`src/rtl/toggle_pulse_gen_if.sv`:
```
// Control/status bundle between a sequencer and the toggle pulse generator.
interface toggle_pulse_gen_if #(
    parameter int DIV_W = 8,
    parameter int CNT_W = 8
);
    logic             start;
    logic             stop;
    logic [DIV_W-1:0] div;
    logic [CNT_W-1:0] burst;
    logic             t;
    logic             busy;
    logic             done;
    logic [CNT_W-1:0] remaining;

    modport master (
        output start, stop, div, burst,
        input  t, busy, done, remaining
    );

    modport slave (
        input  start, stop, div, burst,
        output t, busy, done, remaining
    );
endinterface

```
`src/rtl/toggle_pulse_gen.sv`:
```
// Toggle-enable pulse generator feeding a T flip-flop stage.
// Emits single-cycle t pulses every div+1 cycles, either a counted burst
// (burst != 0) or continuously (burst == 0) until stop.
//
//   state  | meaning
//   -------+-----------------------------------------------------------
//   S_IDLE | waiting for start; all outputs low
//   S_RUN  | phase counter running, t pulses on phase terminal count
//   S_DONE | counted burst finished; one cycle of done, then back to idle
module toggle_pulse_gen #(
    parameter int DIV_W = 8,
    parameter int CNT_W = 8
) (
    input  logic                 clk,
    input  logic                 reset,
    toggle_pulse_gen_if.slave    bus
);

    typedef enum logic [1:0] {
        S_IDLE = 2'd0,
        S_RUN  = 2'd1,
        S_DONE = 2'd2
    } state_t;

    state_t           state_q, state_d;
    logic [DIV_W-1:0] phase_q, phase_d;
    logic [DIV_W-1:0] div_q,   div_d;
    logic [CNT_W-1:0] burst_q, burst_d;
    logic [CNT_W-1:0] rem_q,   rem_d;
    logic             t_q,     t_d;
    logic             busy_q,  busy_d;
    logic             done_q,  done_d;

    // State and registered outputs; reset clears everything so nothing fires on release.
    always_ff @(posedge clk or negedge reset) begin
        if (!reset) begin
            state_q <= S_IDLE;
            phase_q <= '0;
            div_q   <= '0;
            burst_q <= '0;
            rem_q   <= '0;
            t_q     <= 1'b0;
            busy_q  <= 1'b0;
            done_q  <= 1'b0;
        end else begin
            state_q <= state_d;
            phase_q <= phase_d;
            div_q   <= div_d;
            burst_q <= burst_d;
            rem_q   <= rem_d;
            t_q     <= t_d;
            busy_q  <= busy_d;
            done_q  <= done_d;
        end
    end

    // Next-state and next-output decode; t and done are pulses, so they default low.
    always_comb begin
        state_d = state_q;
        phase_d = phase_q;
        div_d   = div_q;
        burst_d = burst_q;
        rem_d   = rem_q;
        t_d     = 1'b0;
        busy_d  = busy_q;
        done_d  = 1'b0;

        case (state_q)
            S_IDLE: begin
                busy_d = 1'b0;
                rem_d  = '0;
                // stop has priority over a simultaneous start
                if (bus.start && !bus.stop) begin
                    div_d   = bus.div;
                    burst_d = bus.burst;
                    phase_d = bus.div;
                    busy_d  = 1'b1;
                    rem_d   = bus.burst;
                    state_d = S_RUN;
                end
            end

            S_RUN: begin
                if (bus.stop) begin
                    busy_d  = 1'b0;
                    rem_d   = '0;
                    state_d = S_IDLE;
                end else if (phase_q == '0) begin
                    t_d     = 1'b1;
                    phase_d = div_q;
                    if (burst_q != '0) begin
                        rem_d = rem_q - 1'b1;
                        if (rem_q == CNT_W'(1)) begin
                            state_d = S_DONE;
                        end
                    end
                end else begin
                    phase_d = phase_q - 1'b1;
                end
            end

            S_DONE: begin
                // stop is ignored here; the completion pulse always goes out
                busy_d  = 1'b0;
                done_d  = 1'b1;
                rem_d   = '0;
                state_d = S_IDLE;
            end

            default: begin
                busy_d  = 1'b0;
                rem_d   = '0;
                state_d = S_IDLE;
            end
        endcase
    end

    assign bus.t         = t_q;
    assign bus.busy      = busy_q;
    assign bus.done      = done_q;
    assign bus.remaining = rem_q;

endmodule

```
`src/flat_wrapper.sv`:
```
// flat-port wrapper written by rule: the top's interface ports become plain ports
module toggle_pulse_gen_flat 
#(
    parameter int DIV_W = 8,
    parameter int CNT_W = 8
)
  (clk, reset, bus_start, bus_stop, bus_div, bus_burst, bus_t, bus_busy, bus_done, bus_remaining);
  toggle_pulse_gen_if #(.DIV_W(DIV_W), .CNT_W(CNT_W)) bus_i ();
  input  logic clk;
  input  logic reset;
  input wire logic [$bits(bus_i.start)-1:0] bus_start;
  input wire logic [$bits(bus_i.stop)-1:0] bus_stop;
  input wire logic [$bits(bus_i.div)-1:0] bus_div;
  input wire logic [$bits(bus_i.burst)-1:0] bus_burst;
  output wire logic [$bits(bus_i.t)-1:0] bus_t;
  output wire logic [$bits(bus_i.busy)-1:0] bus_busy;
  output wire logic [$bits(bus_i.done)-1:0] bus_done;
  output wire logic [$bits(bus_i.remaining)-1:0] bus_remaining;
  assign bus_i.start = bus_start;
  assign bus_i.stop = bus_stop;
  assign bus_i.div = bus_div;
  assign bus_i.burst = bus_burst;
  assign bus_t = bus_i.t;
  assign bus_busy = bus_i.busy;
  assign bus_done = bus_i.done;
  assign bus_remaining = bus_i.remaining;
  toggle_pulse_gen #(.DIV_W(DIV_W), .CNT_W(CNT_W)) u_core (.clk(clk), .reset(reset), .bus(bus_i));
endmodule
```
`config.mk`:
```
export PLATFORM = sky130hd
export DESIGN_NAME = toggle_pulse_gen_flat
export DESIGN_NICKNAME = d
export VERILOG_FILES = /design/src/rtl/toggle_pulse_gen_if.sv /design/src/rtl/toggle_pulse_gen.sv /design/src/flat_wrapper.sv
export SDC_FILE = /design/constraint.sdc
export NUM_CORES = 1
export LEC_CHECK = 0
export BUFFER_PORTS_ARGS = -buffer_cell sky130_fd_sc_hd__buf_4
export CAP_MARGIN = 20
export CORE_MARGIN = 1
export CORE_UTILIZATION = 35
export DETAILED_ROUTE_END_ITERATION = 10
export HOLD_SLACK_MARGIN = 0.15
export SLEW_MARGIN = 25
export SYNTH_ARGS = -nofsm -noshare
export SYNTH_HDL_FRONTEND = slang
export SYNTH_SLANG_ARGS = --single-unit
```
`constraint.sdc`:
```
create_clock -name clk -period 6 [get_ports clk]
set_input_delay 0.6 -clock clk [delete_from_list [all_inputs] [get_ports clk]]
set_output_delay 0.6 -clock clk [all_outputs]
set_load 0.005 [all_outputs]
```
Word level (Yosys, flattened, before mapping)

Cells that the tools add are included.

Register bits: 37
Input port bits: 20

$add $sub $neg: 2
Equality and inequality tests: 9
Mux-type cells: 22
Reductions and logical operators: 10

Operators by type and width:

| cell                | number |
|---|---|
| $mux 8              | 7 |
| $pmux 8 s2          | 2 |
| $sub 8x1->8 const B | 2 |
| $mux 2              | 5 |
| $ne 3x2->1 const B  | 3 |
| $eq 8x1->1 const B  | 1 |
| $logic_not 8->1     | 1 |
| $reduce_bool 8->1   | 1 |
| $mux 1              | 6 |
| $ne 2x2->1 const B  | 2 |
| $pmux 2 s2          | 1 |
| $reduce_and 2->1    | 2 |
| $reduce_and 4->1    | 1 |
| $reduce_and 3->1    | 1 |
| $eq 2x1->1 const B  | 1 |
| $eq 2x2->1 const B  | 1 |
| $logic_not 2->1     | 1 |
| $ne 2x1->1 const B  | 1 |
| $pmux 1 s2          | 1 |
| $reduce_bool 2->1   | 1 |
| $logic_and 1x1->1   | 1 |
| $logic_not 1->1     | 1 |

Logic depth before layout (Yosys ltp)

Depth after elaboration: 6
Depth in mapped cells: 8
Depth with buffers taken out: 6

Worst setup path after synthesis

OpenSTA, ideal clock, no wires.

Path type: reg-to-reg
From: reg u_core.phase_q[0]
To: reg u_core.state_q[0]
Setup time: 0.119 ns
Data arrival time: 1.785 ns
Data required time: 5.881 ns
Path slack: 4.097 ns
Stages on the path, launching flop included: 9
Path through: dfrtp_1 inv_1 ha_1 or3b_1 clkbuf_1 a211oi_4 buf_6 nand4_2 o21a_1

Word-level cells in the longest chain between the ends: 3

RTL lines:

| what                              | RTL line               | text |
|---|---|---|
| from (decl)                       | toggle_pulse_gen.sv:26 | `logic [DIV_W-1:0] phase_q, phase_d;` |
| from (signal assigned)            | toggle_pulse_gen.sv:47 | `phase_q <= phase_d;` |
| $logic_not 8->1                   | toggle_pulse_gen.sv:88 | `end else if (phase_q == '0) begin` |
| $ne 3x2->1 (no source line)       | -                      |  |
| $reduce_and 4->1 (no source line) | -                      |  |
| to (signal assigned)              | toggle_pulse_gen.sv:46 | `state_q <= state_d;` |
| to (decl)                         | toggle_pulse_gen.sv:25 | `state_t state_q, state_d;` |

Every way passes these cells.
A chain may end at the register's enable or synchronous reset.

Worst setup path in the final report

From: reg u_core.phase_q[0]
To: reg u_core.rem_q[5], in the netlist u_core.bus.remaining[5]

Word-level cells in the longest chain between the ends: 3

RTL lines:

| what                              | RTL line               | text |
|---|---|---|
| $logic_not 8->1                   | toggle_pulse_gen.sv:88 |  |
| $ne 3x2->1 (no source line)       | -                      |  |
| $reduce_and 2->1 (no source line) | -                      |  |
| to (signal assigned)              | toggle_pulse_gen.sv:50 | `rem_q <= rem_d;` |
| to (decl)                         | toggle_pulse_gen.sv:29 | `logic [CNT_W-1:0] rem_q, rem_d;` |

Every way passes these cells.

==> metrics.yaml <==
status: "finished clean"
path_class: "flip-flop to flip-flop"
drc: 0
worstPathRequired_ns: 6.18
placementRows: 26
fmax_mhz: 449.2
grt_pass1_wl_mm: 7.320
yosys-top-cells-count: "54 x nand2_1, 37 x dfrtp_1, 12 x o21ai_0, 11 x nor2_1, 7 x inv_1"
path_cells: "inv_1 -> ha_1 -> or3b_1 -> a211oi_4 -> and4bb_2 -> o22ai_1"
h-tree-depth: 2
cts_buffer_depth: 2
hold_buffers: 0
drv_cap: 0
crit_family: "simple AND/OR/NAND/NOR gates"
async_flop_share: 1.000
critPathLaunchType: "flip-flop"
nets: 258
track_usage: 0.1757
crit_arrival_ns: 2.40
grt_max_degree: 38
drt-initial-drc-count: 80
port_buffers: 30
ys_seq_area_frac: 0.4856
dieArea_um2: 5747
tns_ns: 0
setup_violations: 0
tritoncts: "done"
postCtsSetupRepairBufs: 0
pwr-share-seq: 0.447
synth_edf_count: 0
p_leak_nw: 1.118
syn_inst: 203
power_frac_comb: 0.189
p_sw_mw: 0.1984
clock-sinks: 37
drtPass1Iterations: 4
fp.dieW_um: 75.81
hold_slack_ns: 0.2596
internal_power_mw: 0.5121
relSlewSlack: 0.4615
synth_most_common_cell: "nand2_1"
ys_types: 47
peakVddDrop_v: 0.0001169
die_h_um: 75.81
vias: 1608
root_buffer: "clkbuf_8"
synth_top_area_frac: 0.4856
fin_cells: 305
post_drt_wl_per_cell_um: 15.00
min_period_over_period: 0.3710
placed_cells: 297
path_clk_slew_ns: 0.08
fin_worst_skew_ns: 0.005276
place_congestion: 0.8147
crit_fanout: 14
clkPwrFrac: 0.364
grt_pass1_vias: 1492
synth-warning-count: 0
ys_ff_latch: 37
synth_nets: 227
yosys.area.top_type: "dfrtp_1"
core-area_um2: 5172
syn_area_um2: 1907
ys.flop_type: "dfrtp_1"
drv_slew: 0
hold_violations: 0
io_pins: 31
p_sw_frac: 0.2792
synth_top_cells_by_area: "dfrtp_1 49%, nand2_1 11%, o21ai_0 3.1%"
grt_setup_unrepaired: "no"
tightest_slew_ns: 0.7993
post-route-min-period_ns: 2.226
viasPerCell: 5.272
slowest_delay_ns: 0.57
p_per_area_nw_per_um2: 305.4
routed_wirelength_mm: 4.575
numCtsBuffers: 5
num-fill-cells: 524
slowest_stage: "a211oi_4"
crit_buf_inv: 1
clock_latency_ns: 0.30
hpwl_mm: 3.152
min_path_type: "primary input to asynchronous set/reset pin"
initial_core_util: 0.3687
antenna_found_initial: 0
avgSynthCellArea_um2: 9.393
areaGrowthSynthToFinish_pct: 21.98
cts.repair.resized: 0
grt_overflow_total: 0
drive_above_1_share: 0.2000
diodes: 0
end_kind: "flip-flop"
ant_nets: 0
[metal layers]
metal / track usage / part of all wire
met1: 0.2370 / 0.47
met4: 0.06173 / 0.013
met3: 0.04497 / 0.048
met2: 0.2734 / 0.47
met5: 0 / 0
[final timing paths]
check | start | endpoint | slack (ns) | cells after the start
worst min register to register | u_core.burst_q[5] | u_core.burst_q[5] | 0.48 | 2
max in group asynchronous | reset | u_core.div_q[2] | 5.42 | 1
worst max-delay path | u_core.phase_q[0] | u_core.bus.remaining[5] | 3.77 | 6
worst max register to register | u_core.phase_q[0] | u_core.bus.remaining[5] | 3.77 | 6
worst min-delay path | reset | u_core.div_q[5] | 0.26 | 1
min in group clk | u_core.burst_q[5] | u_core.burst_q[5] | 0.48 | 2
[layout by cell type (no fill, tap or decap), types with 5 or more instances in the layout]
cell type / n
nand2_1: 54
dfrtp_1: 37
buf_4: 31
o21ai_0: 12
nor2_1: 11
inv_1: 7
nor4_1: 5
clkbuf_8: 5
[logic make-up after synthesis]
kind of cell,share of synthesized area
AOI/OAI and AO/OA,0.1739
buffers and inverters,0.03215
muxes,0.02165
xor gates and xnor gates,0.01378
and+or+nand+nor,0.2467
DFF,0.4856
adders and majority gates,0.02625
[sequential cells by signal (all words and copies together), names as in the netlist]
signal,flops
u_core.burst_q,8
u_core.bus.done,1
u_core.div_q,8
u_core.state_q,2
u_core.phase_q,8
u_core.bus.t,1
u_core.bus.remaining,8
u_core.bus.busy,1
[per-stage QoR]
step                area [um2]  utilization  total power, mW  worst slack (ns)
CTS                       2326       0.4497           0.7156             3.780
global route              2326       0.4497           0.7510             3.651
global placement          2192       0.4238           0.4545             3.865
floorplan                 1907            -           0.4064             4.097
detailed placement        2192       0.4238           0.4567             3.809
finish                    2326       0.4497           0.7104             3.774
[final cells by class]
| cell class | count | area (um2) | share of cell area |
|---|---|---|---|
| inverters | 7 | 26.28 | 0.01130 |
| flip-flops and latches | 37 | 925.9 | 0.3981 |
| clock buffers | 5 | 68.82 | 0.02959 |
| clock inverters | 3 | 65.06 | 0.02797 |
| well taps | 70 | 87.58 | 0.03765 |
| repair buffers | 31 | 232.7 | 0.1001 |
| multi-input cells | 152 | 919.6 | 0.3954 |
[power groups by stage]
stage / Combinational [mW] / Clock (mW) / Sequential, mW
after floorplan: 0.0938 / 0 / 0.313
after global placement: 0.134 / 0 / 0.321
after detailed placement: 0.135 / 0 / 0.321
after CTS: 0.136 / 0.263 / 0.317
after global routing: 0.154 / 0.274 / 0.323
final: 0.134 / 0.259 / 0.317
No activity file was read; power rests on OpenSTA's default activity.
